### config.mk
export PLATFORM = sky130hd
export DESIGN_NAME = us_alarm
export DESIGN_NICKNAME = d
export VERILOG_FILES = /design/src/rtl/us_alarm.sv
export SDC_FILE = /design/constraint.sdc
export NUM_CORES = 1
export LEC_CHECK = 0
export CORE_MARGIN = 1.5
export CORE_UTILIZATION = 65
export DETAILED_ROUTE_END_ITERATION = 10
export DONT_BUFFER_PORTS = 1
export HOLD_SLACK_MARGIN = 0.03
export PLACE_DENSITY = 0.78
export SYNTH_ARGS = -nofsm -noshare
export SYNTH_HDL_FRONTEND = slang
export SYNTH_SLANG_ARGS = --single-unit
### constraint.sdc
create_clock -name clk -period 5.4 [get_ports clk]
set_clock_uncertainty 0.1 [all_clocks]
set_input_delay 0.81 -clock clk [delete_from_list [all_inputs] [get_ports clk]]
set_output_delay 0.81 -clock clk [all_outputs]
set_load 0.02 [all_outputs]
### src/rtl/us_alarm.sv
// rtl/us_alarm.sv - microsecond alarm/interrupt peripheral with coherent 32-bit count reads
//
// Ports:
//   clk       system clock
//   rst       asynchronous reset, active-high
//   us_count  free-running 32-bit microsecond count (wraps 2^32-1 -> 0)
//   io_addr   word register select (0..7)
//   io_wr     write strobe, one cycle per access
//   io_rd     read strobe, one cycle per access
//   io_din    16-bit write data
//   io_dout   16-bit registered read data, held until the next read
//   irq       registered level interrupt (pending & irq_en)
//
// Register map (word addresses):
//   0 COUNT_LO  R    us_count[15:0]; latches us_count[31:16] into the shadow
//   1 COUNT_HI  R    shadow copy of the upper half taken at the COUNT_LO read
//   2 ALARM_LO  R/W  write stages the low half; read returns committed alarm[15:0]
//   3 ALARM_HI  R/W  write commits {io_din, staged low} and arms; read alarm[31:16]
//   4 PERIOD_LO R/W  write stages the low half; read returns committed period[15:0]
//   5 PERIOD_HI R/W  write commits {io_din, staged low}; read period[31:16]
//   6 CTRL      R/W  bit0 irq_en, bit1 periodic, bit2 armed (write 0 disarms only)
//   7 STATUS    R/W1C bit0 pending
module us_alarm #(
    parameter logic [31:0] RESET_PERIOD = 32'd1000
) (
    input  logic        clk,
    input  logic        rst,
    input  logic [31:0] us_count,
    input  logic [2:0]  io_addr,
    input  logic        io_wr,
    input  logic        io_rd,
    input  logic [15:0] io_din,
    output logic [15:0] io_dout,
    output logic        irq
);

    localparam logic [2:0] A_COUNT_LO  = 3'd0;
    localparam logic [2:0] A_COUNT_HI  = 3'd1;
    localparam logic [2:0] A_ALARM_LO  = 3'd2;
    localparam logic [2:0] A_ALARM_HI  = 3'd3;
    localparam logic [2:0] A_PERIOD_LO = 3'd4;
    localparam logic [2:0] A_PERIOD_HI = 3'd5;
    localparam logic [2:0] A_CTRL      = 3'd6;
    localparam logic [2:0] A_STATUS    = 3'd7;

    logic [15:0] shadow_hi;
    logic [31:0] alarm;
    logic [15:0] alarm_lo_stage;
    logic [31:0] period;
    logic [15:0] period_lo_stage;
    logic        irq_en;
    logic        periodic;
    logic        armed;
    logic        pending;

    logic        wr_alarm_hi;
    logic        wr_ctrl;
    logic        disarm;
    logic        w1c;
    logic        due;
    logic        fire;
    logic        reload;
    logic [15:0] rd_data;

    assign wr_alarm_hi = io_wr && (io_addr == A_ALARM_HI);
    assign wr_ctrl     = io_wr && (io_addr == A_CTRL);
    assign disarm      = wr_ctrl && !io_din[2];
    assign w1c         = io_wr && (io_addr == A_STATUS) && io_din[0];

    // The alarm counts as reached when us_count is at or past it by less than
    // 2^31 us, so the test survives the 32-bit wrap of the timer. An alarm set
    // further than that in the past looks like a future one.
    assign due    = armed && ((us_count - alarm) < 32'h8000_0000);

    // A fresh ALARM_HI commit or an explicit disarm in the same cycle overrides
    // a due of the old alarm.
    assign fire   = due && !wr_alarm_hi && !disarm;

    // Periodic reload advances from the old alarm value, not from us_count,
    // so the schedule never drifts; a late alarm keeps firing until caught up.
    assign reload = periodic && (period != 32'd0);

    always_comb begin
        rd_data = 16'd0;
        case (io_addr)
            A_COUNT_LO:  rd_data = us_count[15:0];
            A_COUNT_HI:  rd_data = shadow_hi;
            A_ALARM_LO:  rd_data = alarm[15:0];
            A_ALARM_HI:  rd_data = alarm[31:16];
            A_PERIOD_LO: rd_data = period[15:0];
            A_PERIOD_HI: rd_data = period[31:16];
            A_CTRL:      rd_data = {13'd0, armed, periodic, irq_en};
            A_STATUS:    rd_data = {15'd0, pending};
            default:     rd_data = 16'd0;
        endcase
    end

    // Read path and count shadow
    always_ff @(posedge clk or posedge rst) begin
        if (rst) begin
            io_dout   <= 16'd0;
            shadow_hi <= 16'd0;
        end else if (io_rd) begin
            io_dout <= rd_data;
            if (io_addr == A_COUNT_LO) begin
                shadow_hi <= us_count[31:16];
            end
        end
    end

    // Staging and period registers
    always_ff @(posedge clk or posedge rst) begin
        if (rst) begin
            alarm_lo_stage  <= 16'd0;
            period_lo_stage <= RESET_PERIOD[15:0];
            period          <= RESET_PERIOD;
        end else if (io_wr) begin
            case (io_addr)
                A_ALARM_LO:  alarm_lo_stage  <= io_din;
                A_PERIOD_LO: period_lo_stage <= io_din;
                A_PERIOD_HI: period          <= {io_din, period_lo_stage};
                default: ;
            endcase
        end
    end

    // Control bits
    always_ff @(posedge clk or posedge rst) begin
        if (rst) begin
            irq_en   <= 1'b0;
            periodic <= 1'b0;
        end else if (wr_ctrl) begin
            irq_en   <= io_din[0];
            periodic <= io_din[1];
        end
    end

    // Alarm, arm state and pending flag
    always_ff @(posedge clk or posedge rst) begin
        if (rst) begin
            alarm   <= 32'd0;
            armed   <= 1'b0;
            pending <= 1'b0;
        end else begin
            if (wr_alarm_hi) begin
                alarm <= {io_din, alarm_lo_stage};
                armed <= 1'b1;
            end else if (disarm) begin
                armed <= 1'b0;
            end else if (fire) begin
                if (reload) begin
                    alarm <= alarm + period;
                end else begin
                    armed <= 1'b0;
                end
            end

            // Setting wins over a same-cycle W1C so no event is lost.
            if (fire) begin
                pending <= 1'b1;
            end else if (w1c) begin
                pending <= 1'b0;
            end
        end
    end

    always_ff @(posedge clk or posedge rst) begin
        if (rst) begin
            irq <= 1'b0;
        end else begin
            irq <= pending && irq_en;
        end
    end

endmodule
-- After elaboration in Yosys (flattened, before gate mapping)
Index checks and enable logic that the tools add are counted.
- reductions and logical operators: 25
- add/sub/neg operators: 2
- muxes and demuxes: 11
- $lt $le $gt $ge: 1
- eq/ne operators: 9
- operators by type and width (operator ; number):
    2-to-1 mux 32 bit ; 4
    case mux 16 bit (8 select lines) ; 1
    adder 32 bit ; 1
    less-than comparator 32 bit (second input constant) ; 1
    nonzero test 32 bit ; 1
    subtractor 32 bit ; 1
    == test 3 bit (second input constant) ; 4
    logical AND 1 bit ; 10
    AND reduction 2 bit ; 5
    == test 3 x 2 -> 1 bit (second input constant) ; 2
    2-to-1 mux 1 bit ; 6
    nonzero test 2 bit ; 3
    == test 3 x 1 -> 1 bit (second input constant) ; 1
    zero test 1 bit ; 3
    zero test 3 bit ; 1
    != test 3 bit (second input constant) ; 1
    AND reduction 3 bit ; 1
    nonzero test 3 bit ; 1
    != test 2 bit (second input constant) ; 1
- register bits after elaboration: 133
- output and inout bits: 17
- logic and storage cells: 59

-- Logic depth before layout (Yosys ltp)
Gate-level depths: netlist (run 1).
- depth after elaboration: 8
- depth in mapped cells: 12
- depth with buffers taken out: 12

-- Worst setup path after synthesis (run 1)
Ideal clock, no wire load.
- kind: input port to flip-flop
- start: input us_count[2]
- end: register alarm[0]
- arrival time: 2.819 ns
- stages on the path: 11
- setup time: 0.132 ns
- buffers on the path: 1
- slack: 2.349 ns
- cell sequence: ha_1 > a21o_1 > a31oi_1 > o21bai_1 > a2111oi_1 > nor2_1 > a2bb2oi_2 > nor2_4 > buf_6 > mux2i_1 > o21ai_1
- word-level cells in the longest chain between the ends: 7
- ends and longest elaborated chain (what ; RTL line ; source):
    start, declared ; 28 ; input logic [31:0] us_count,
    subtractor 32 bit ; 73 ; assign due = armed && ((us_count - alarm) < 32'h8000_0000);
    less-than comparator 32 bit ; 73 ;
    logical AND 1 bit ; 73 ;
    logical AND 1 bit (2 in a row) ; 77 ; assign fire = due && !wr_alarm_hi && !disarm;
    nonzero test 2 bit (no line) ; - ;
    AND reduction 3 bit (no line) ; - ;
    end signal, assigned ; 146 ; alarm <= {io_din, alarm_lo_stage};
    end signal, assigned ; 152 ; alarm <= alarm + period;
    end, declared ; 47 ; logic [31:0] alarm;
Every way passes these cells.
A chain may end at the register's enable or synchronous reset.

-- Worst setup path in the final report (run 1)
- start: register alarm[16]
- end: register alarm[1]
- word-level cells in the longest chain between the ends: 7
- ends and longest elaborated chain (what ; RTL line):
    subtractor 32 bit ; 73
    less-than comparator 32 bit ; 73
    logical AND 1 bit ; 73
    logical AND 1 bit (2 in a row) ; 77
    nonzero test 2 bit (no line) ; -
    AND reduction 3 bit (no line) ; -
Every way passes these cells.

==> results of run 1 <==
[layout by cell type (no fill, tap or decap), drive strengths merged, types with 5 or more instances in the layout]
master  count
nand2      70
xnor2      14
nor4       11
dfrtp     121
dfstp      12
nor2       54
inv        59
clkbuf     17
a211oi      6
nand4      11
o21ai      63
a21oi      56
o22ai       7
mux2       98
xor2       13
nand2b      7
a221oi     15
nand3      11
a21o       14
o211ai     10
buf         5
ha         61
o31a        6
o21a        5
nor3       18
mux4        7
mux2i      20
[flip-flops by register name, indices dropped and copies added (netlist names)]
register / flops
alarm: 32
alarm_lo_stage: 16
armed: 1
io_dout: 16
irq: 1
irq_en: 1
pending: 1
period: 32
period_lo_stage: 16
periodic: 1
shadow_hi: 16
[logic make-up (layout without fill, tap and decap cells)]
logic type | count (synthesis) | after routing | share of synthesized area
xor gates and xnor gates | 27 | 27 | 0.0277
DFF | 133 | 133 | 0.391
muxes | 125 | 125 | 0.171
adders and majority gates | 62 | 62 | 0.0917
AOI/OAI and AO/OA | 216 | 216 | 0.162
buffers and inverters | 87 | 84 | 0.0420
and+or+nand+nor | 205 | 205 | 0.114
[cell type report]
cell class,instances,share of cell area
Clock inverter,15,0.0192
Clock buffer,17,0.0460
Tap cell,172,0.0233
Inverter,47,0.0196
Timing Repair Buffer,5,0.00406
Sequential cell,133,0.362
Multi-Input combinational cell,635,0.526
[power by group through the flow]
stage / Sequential [uW] / Combinational [uW] / Clock [uW]
final: 1720 / 2330 / 1200
after CTS: 1700 / 2290 / 1210
after global placement: 1700 / 2200 / 0
after detailed placement: 1710 / 2260 / 0
after global routing: 1740 / 2560 / 1250
after floorplan: 1530 / 1810 / 0
[metal layers]
layer	global-route usage	vias up
met4	0.117	0
met3	0.110	56
met1	0.516	3465
met5	0	-
li1	-	3109
met2	0.565	396
[path summary, 6_finish.rpt]
kind | from | endpoint
worst max-delay path | alarm[16]$_DFFE_PP0P_ | alarm[1]$_DFFE_PP0P_
worst min-delay path | rst | period_lo_stage[2]$_DFFE_PP0P_
worst max register to register | alarm[16]$_DFFE_PP0P_ | alarm[1]$_DFFE_PP0P_
worst min register to register | alarm_lo_stage[2]$_DFFE_PP0P_ | alarm[2]$_DFFE_PP0P_
max in group asynchronous | rst | shadow_hi[15]$_DFFE_PP0P_
min in group clk | io_rd | io_dout[0]$_DFFE_PP0P_
[metrics by stage]
stage / total power (uW) / instance area, sq um / setup slack, ns
2_1_floorplan: 3340 / 8540 / 0.955
3_3_place_gp: 3890 / 8640 / 1.53
3_5_place_dp: 3970 / 8640 / 1.41
4_1_cts: 5200 / 9250 / 1.67
5_1_grt: 5560 / 9250 / 1.52
6_report: 5260 / 9250 / 1.61
==> impl_metrics.py, run 1 <==
metrics = {
    "yosys": {
        "synth.top_cells.by_area": "dfrtp_1, mux2_2, ha_1, dfstp_2, a21oi_1",
        "post-synth-top-count-cell": "dfrtp_1",
        "async_flop_share": 1.00,
        "synth_top_area_frac": 0.355,
        "synth_top_flop_cell": "dfrtp_1",
        "avgSynthCellArea_sq_um": 9.99,
        "synth-seq-cells": 133,
        "synthCells": 855,
        "syn_area_sq_mm": 0.00854,
        "synth_edf_count": 0,
        "seq_area_frac_synth": 0.391,
        "syn_nets": 972,
        "yosysWarnings": 0,
        "synth_area_leader_cell": "dfrtp_1",
        "synth_commonest_cells": "dfrtp_1, mux2_2, nand2_1, ha_1, a21oi_1",
        "ys_types": 63,
    },
    "floorplan": {
        "initial_utilization": 0.671,
        "die_h_um": 118,
        "io_pins": 72,
        "rows": 41,
        "dieArea_sq_mm": 0.0138,
        "core_sq_mm": 0.0127,
        "die_x_um": 118,
    },
    "flow_run": {
        "maxCapViolCount": 0,
    },
    "routing": {
        "vias_per_cell": 6.86,
        "vias": 7026,
        "wl_met2_um": 11300,
        "wl_met3_um": 2770,
        "wl_per_cell_um": 24.5,
        "drt-initial-drc-count": 877,
        "met1_length_um": 10400,
        "drc_errors": 1,
        "drtAntennaViolNets": 0,
        "drt_wl_total_um": 25100,
        "top_layer_used": "met4",
        "first_pass_iters": 10,
    },
    "pwr": {
        "pwr-share-seq": 0.327,
        "power.internal_uw": 3030,
        "p_per_area_mw_per_mm2": 569,
        "peakVddDrop_uv": 381,
        "leakage_uw": 0.00397,
        "power.switching_uw": 2230,
        "clockPowerShare": 0.229,
        "combPwrFrac": 0.444,
        "p_sw_frac": 0.425,
    },
    "clocking": {
        "h-tree-depth": 4,
        "post_cts_buffers": 0,
        "cts_inserted_buffers": 17,
        "holdBufCountCts": 0,
        "cts_sinks": 133,
        "tritoncts": "done",
        "cts_max_path_buffers": 2,
        "clk_pin_slew_ns": 0.07,
        "clk-insertion-delay-late_ns": 0.43,
        "cts_resized": 0,
        "cts_root_buffer": "clkbuf_16",
    },
    "timing": {
        "final-max-slew-violation-count": 0,
        "setup_tns_ns": 0,
        "period_share": 0.702,
        "setup-violations-final": 0,
        "hold_slack_ns": 0.303,
        "finalCriticalPeriod_ns": 3.79,
        "max_slew.worst_pin.slew_ns": 1.25,
        "fmax_mhz": 264,
        "rsz0062_at_grt": "no",
        "finalHoldViolCount": 0,
        "max_slew_margin": 0.163,
    },
    "layout": {
        "drive_above_1_share": 0.197,
        "layout.nets": 956,
        "multiInputGateArea_sq_mm": 0.00487,
        "final_util": 0.727,
        "area_growth_pct": 8.28,
        "fillers": 971,
        "final_cell_count_no_fill": 1024,
        "register_area_sq_mm": 0.00334,
        "num_antenna_cells": 0,
    },
    "worst_setup_path": {
        "worstSetupStartpointType": "register",
        "crit_path_top_delay_cell": "nor2_4",
        "crit_path_cell_trace": "inv_1, ha_1, a21oi_1, o21ai_1, a41oi_1, or4b_4, o21ai_1, a2bb2oi_2, nor2_4, buf_4, mux2i_1, mux2_2",
        "worst_setup_path_end_kind": "register",
        "r2r_setup_slack_ns": 1.61,
        "path_class": "register to register",
        "worst-path-buf-inv": 2,
        "critPathMaxFanout": 24,
        "cp.depth": 12,
        "cp.arrival_ns": 4.00,
        "cp.required_ns": 5.61,
        "crit_top_cell": "o21ai_1",
        "crit_path_max_incr_delay_ns": 0.64,
        "r2r_cells": 12,
        "crit_family": "simple AND/OR/NAND/NOR gates",
    },
    "run_status": {
        "violations": "DRC",
        "status": "finished with violations",
    },
    "grt": {
        "antenna_found_initial": 0,
        "grtUsageTotal": 0.372,
        "grt_pass1_wl_um": 39600,
        "grt_pass1_vias": 7078,
        "overflow": 0,
        "grt_max_degree": 92,
    },
    "place": {
        "dp_cells": 992,
        "dp_hpwl_um": 18300,
        "portBuffers": 0,
        "gp_congestion": 0.949,
    },
    "hold_path": {
        "worstHoldPathType": "input port to async pin",
    },
}
(Power assumes the default switching activity.)
==> run 2, diff against run 1 <==
==> constraint.sdc (replaced) <==
create_clock -name clk -period 3.9 [get_ports clk]
set_clock_uncertainty 0.1 [all_clocks]
set_input_delay 0.585 -clock clk [delete_from_list [all_inputs] [get_ports clk]]
set_output_delay 0.585 -clock clk [all_outputs]
set_load 0.02 [all_outputs]
==> run 2 against run 1 <==
Net effect: the run now ends clean; combinational power is 38% higher; core utilization is 0.74 points higher; sequential share of layout area shrank 0.36 points; maximum frequency increased by 10%; final area increased by 1.0%; power increased by 39%; cell count rose by 0.78%; first-iteration DRC count shrank 4.3%; die area did not move; register-to-register slack got worse by 1.1 ns; critical path depth unchanged; non-clock buffer count increased by 8; critical path type unchanged; critical endpoint is now alarm[26]$_DFFE_PP0P_.
==> impl_metrics.py, run 2 (same netlist as run 1, synthesis figures left out) <==
metrics = {
    "floorplan": {
        "dieArea_sq_mm": 0.0138,
        "die_h_um": 118,
        "initial_utilization": 0.671,
        "core_sq_mm": 0.0127,
        "io_pins": 72,
        "rows": 41,
        "die_x_um": 118,
    },
    "clocking": {
        "cts_max_path_buffers": 2,
        "cts_root_buffer": "clkbuf_16",
        "h-tree-depth": 4,
        "cts_inserted_buffers": 17,
        "clk-insertion-delay-late_ns": 0.43,
        "post_cts_buffers": 0,
        "tritoncts": "done",
        "cts_sinks": 133,
        "clk_pin_slew_ns": 0.06,
    },
    "worst_setup_path": {
        "worstSetupStartpointType": "register",
        "worst-path-buf-inv": 2,
        "crit_path_max_incr_delay_ns": 0.49,
        "crit_path_cell_trace": "inv_1, ha_1, a21o_1, a31oi_1, o21bai_1, a2111oi_1, nor2_1, a2bb2oi_2, nor2_4, buf_4, mux2i_1, o21ai_1",
        "worst_setup_path_end_kind": "register",
        "cp.required_ns": 4.08,
        "critPathMaxFanout": 18,
        "crit_path_top_delay_cell": "a2111oi_1",
        "crit_family": "compound AO/OA/AOI/OAI gates",
        "cp.arrival_ns": 3.61,
        "path_class": "register to register",
    },
    "timing": {
        "finalCriticalPeriod_ns": 3.43,
        "setup_tns_ns": 0,
        "finalHoldViolCount": 0,
        "max_slew.worst_pin.slew_ns": 0.974,
        "rsz0062_at_grt": "no",
        "period_share": 0.880,
        "fin_ws_ns": 0.469,
        "final-max-slew-violation-count": 0,
        "max_slew_margin": 0.349,
        "setup-violations-final": 0,
        "fmax_mhz": 291,
    },
    "layout": {
        "layout.nets": 964,
        "layout_common_cells": "dfrtp_1, mux2_2, nand2_1",
        "area_growth_pct": 9.38,
        "final_cell_area_sq_mm": 0.00934,
        "reg_top3": "alarm (32), period (32)",
        "final_common_cell": "dfrtp_1",
        "num_antenna_cells": 0,
        "fillers": 910,
        "drive_above_1_share": 0.202,
    },
    "grt": {
        "grt_pass1_wl_um": 38900,
        "antenna_found_initial": 0,
        "grt_pass1_vias": 6902,
        "grt_max_degree": 87,
        "grtUsageTotal": 0.366,
        "overflow": 0,
    },
    "routing": {
        "wl_met3_um": 2420,
        "met1_length_um": 10600,
        "first_pass_iters": 5,
        "wl_met2_um": 11200,
        "wl_per_cell_um": 23.9,
        "top_layer_used": "met4",
        "vias_per_cell": 6.78,
        "drc_errors": 0,
        "drt-initial-drc-count": 839,
        "vias": 6992,
        "drtAntennaViolNets": 0,
        "drt_wl_total_um": 24700,
    },
    "pwr": {
        "peakVddDrop_uv": 502,
        "p_per_area_mw_per_mm2": 784,
        "leakage_uw": 0.00400,
    },
    "hold_path": {
        "worstHoldPathType": "input port to register",
    },
    "place": {
        "portBuffers": 0,
        "dpl-instance-area_sq_mm": 0.00870,
        "dp_slack_ns": 0.498,
        "dp_hpwl_um": 18400,
        "gp_congestion": 0.957,
    },
    "flow_run": {
        "maxCapViolCount": 0,
    },
    "run_status": {
        "status": "finished clean",
    },
}
==> run 2: cell count changes in the layout (fill, tap and decap cells not counted) <==
cell	before	now
nor3_2	2	3
bufinv_16	2	4
inv_6	10	3
buf_12	0	1
clkbuf_1	0	1
dlygate4sd3_1	0	1
nor3_4	2	1
clkinv_4	0	3
clkinvlp_4	0	4
inv_8	3	0
buf_4	5	11
==> run 2: what timing repair did <==
action,4_1_cts,5_1_grt
hold endpoints to repair,2,0
hold buffers,1,0
resized for setup,0,0
==> run 2: area by class of cell <==
cell class | instances | area (sq um) | area share
clock buffer | 18 | 429 | 0.0459
inverter | 47 | 180 | 0.0193
tap | 172 | 215 | 0.0230
sequential | 133 | 3340 | 0.358
clock inverter | 14 | 200 | 0.0214
timing repair buffer | 13 | 113 | 0.0121
multi-input combinational | 635 | 4860 | 0.520
==> run 2: worst paths after layout <==
path                                                from                         to  slack, ns  cells past startpoint
setup / recovery                    alarm[2]$_DFFE_PP0P_      alarm[26]$_DFFE_PP0P_       0.47                     12
hold / removal                                     io_rd     io_dout[1]$_DFFE_PP0P_       0.16                      1
setup reg to reg                    alarm[2]$_DFFE_PP0P_      alarm[26]$_DFFE_PP0P_       0.47                     12
hold reg to reg            alarm_lo_stage[2]$_DFFE_PP0P_       alarm[2]$_DFFE_PP0P_       0.39                      2
max in group asynchronous                            rst         irq_en$_DFFE_PP0P_       2.49                      3
min in group asynchronous                            rst  shadow_hi[11]$_DFFE_PP0P_       0.42                      2
==> run 2: power breakdown <==
part	internal, uW	total [uW]	switching (uW)
logic	1410	3220	1800
clock network	1080	1710	637
registers	1820	2390	571
total	4310	7320	3010
==> run 2: worst register-to-register path, delay by kind of cell, from the launching register on <==
kind                     cells  cell delay (ns)
AO/OA/AOI/OAI                6             1.32
adder cells (fa/ha/maj)      1             0.29
buffers and inverters        2             0.41
flip-flops                   1             0.46
multiplexers                 1             0.24
AND/OR/NAND/NOR              2             0.47
==> run 2: routing by layer <==
layer,global-route usage,vias up
met4,0.104,0
met5,0,-
li1,-,3128
met2,0.555,353
met3,0.101,37
met1,0.519,3474
==> run 2: per-stage QoR <==
step                      total power (uW)  utilization  hold slack (ns)  cells
final                                 7320        0.734            0.159   1032
after global routing                  7740        0.734            0.150   1032
after CTS                             7230        0.734            0.152   1032
after detailed placement              5500        0.684            0.253    999
after global placement                5390        0.684            0.252    999
after floorplan                       4620            -            0.352    855
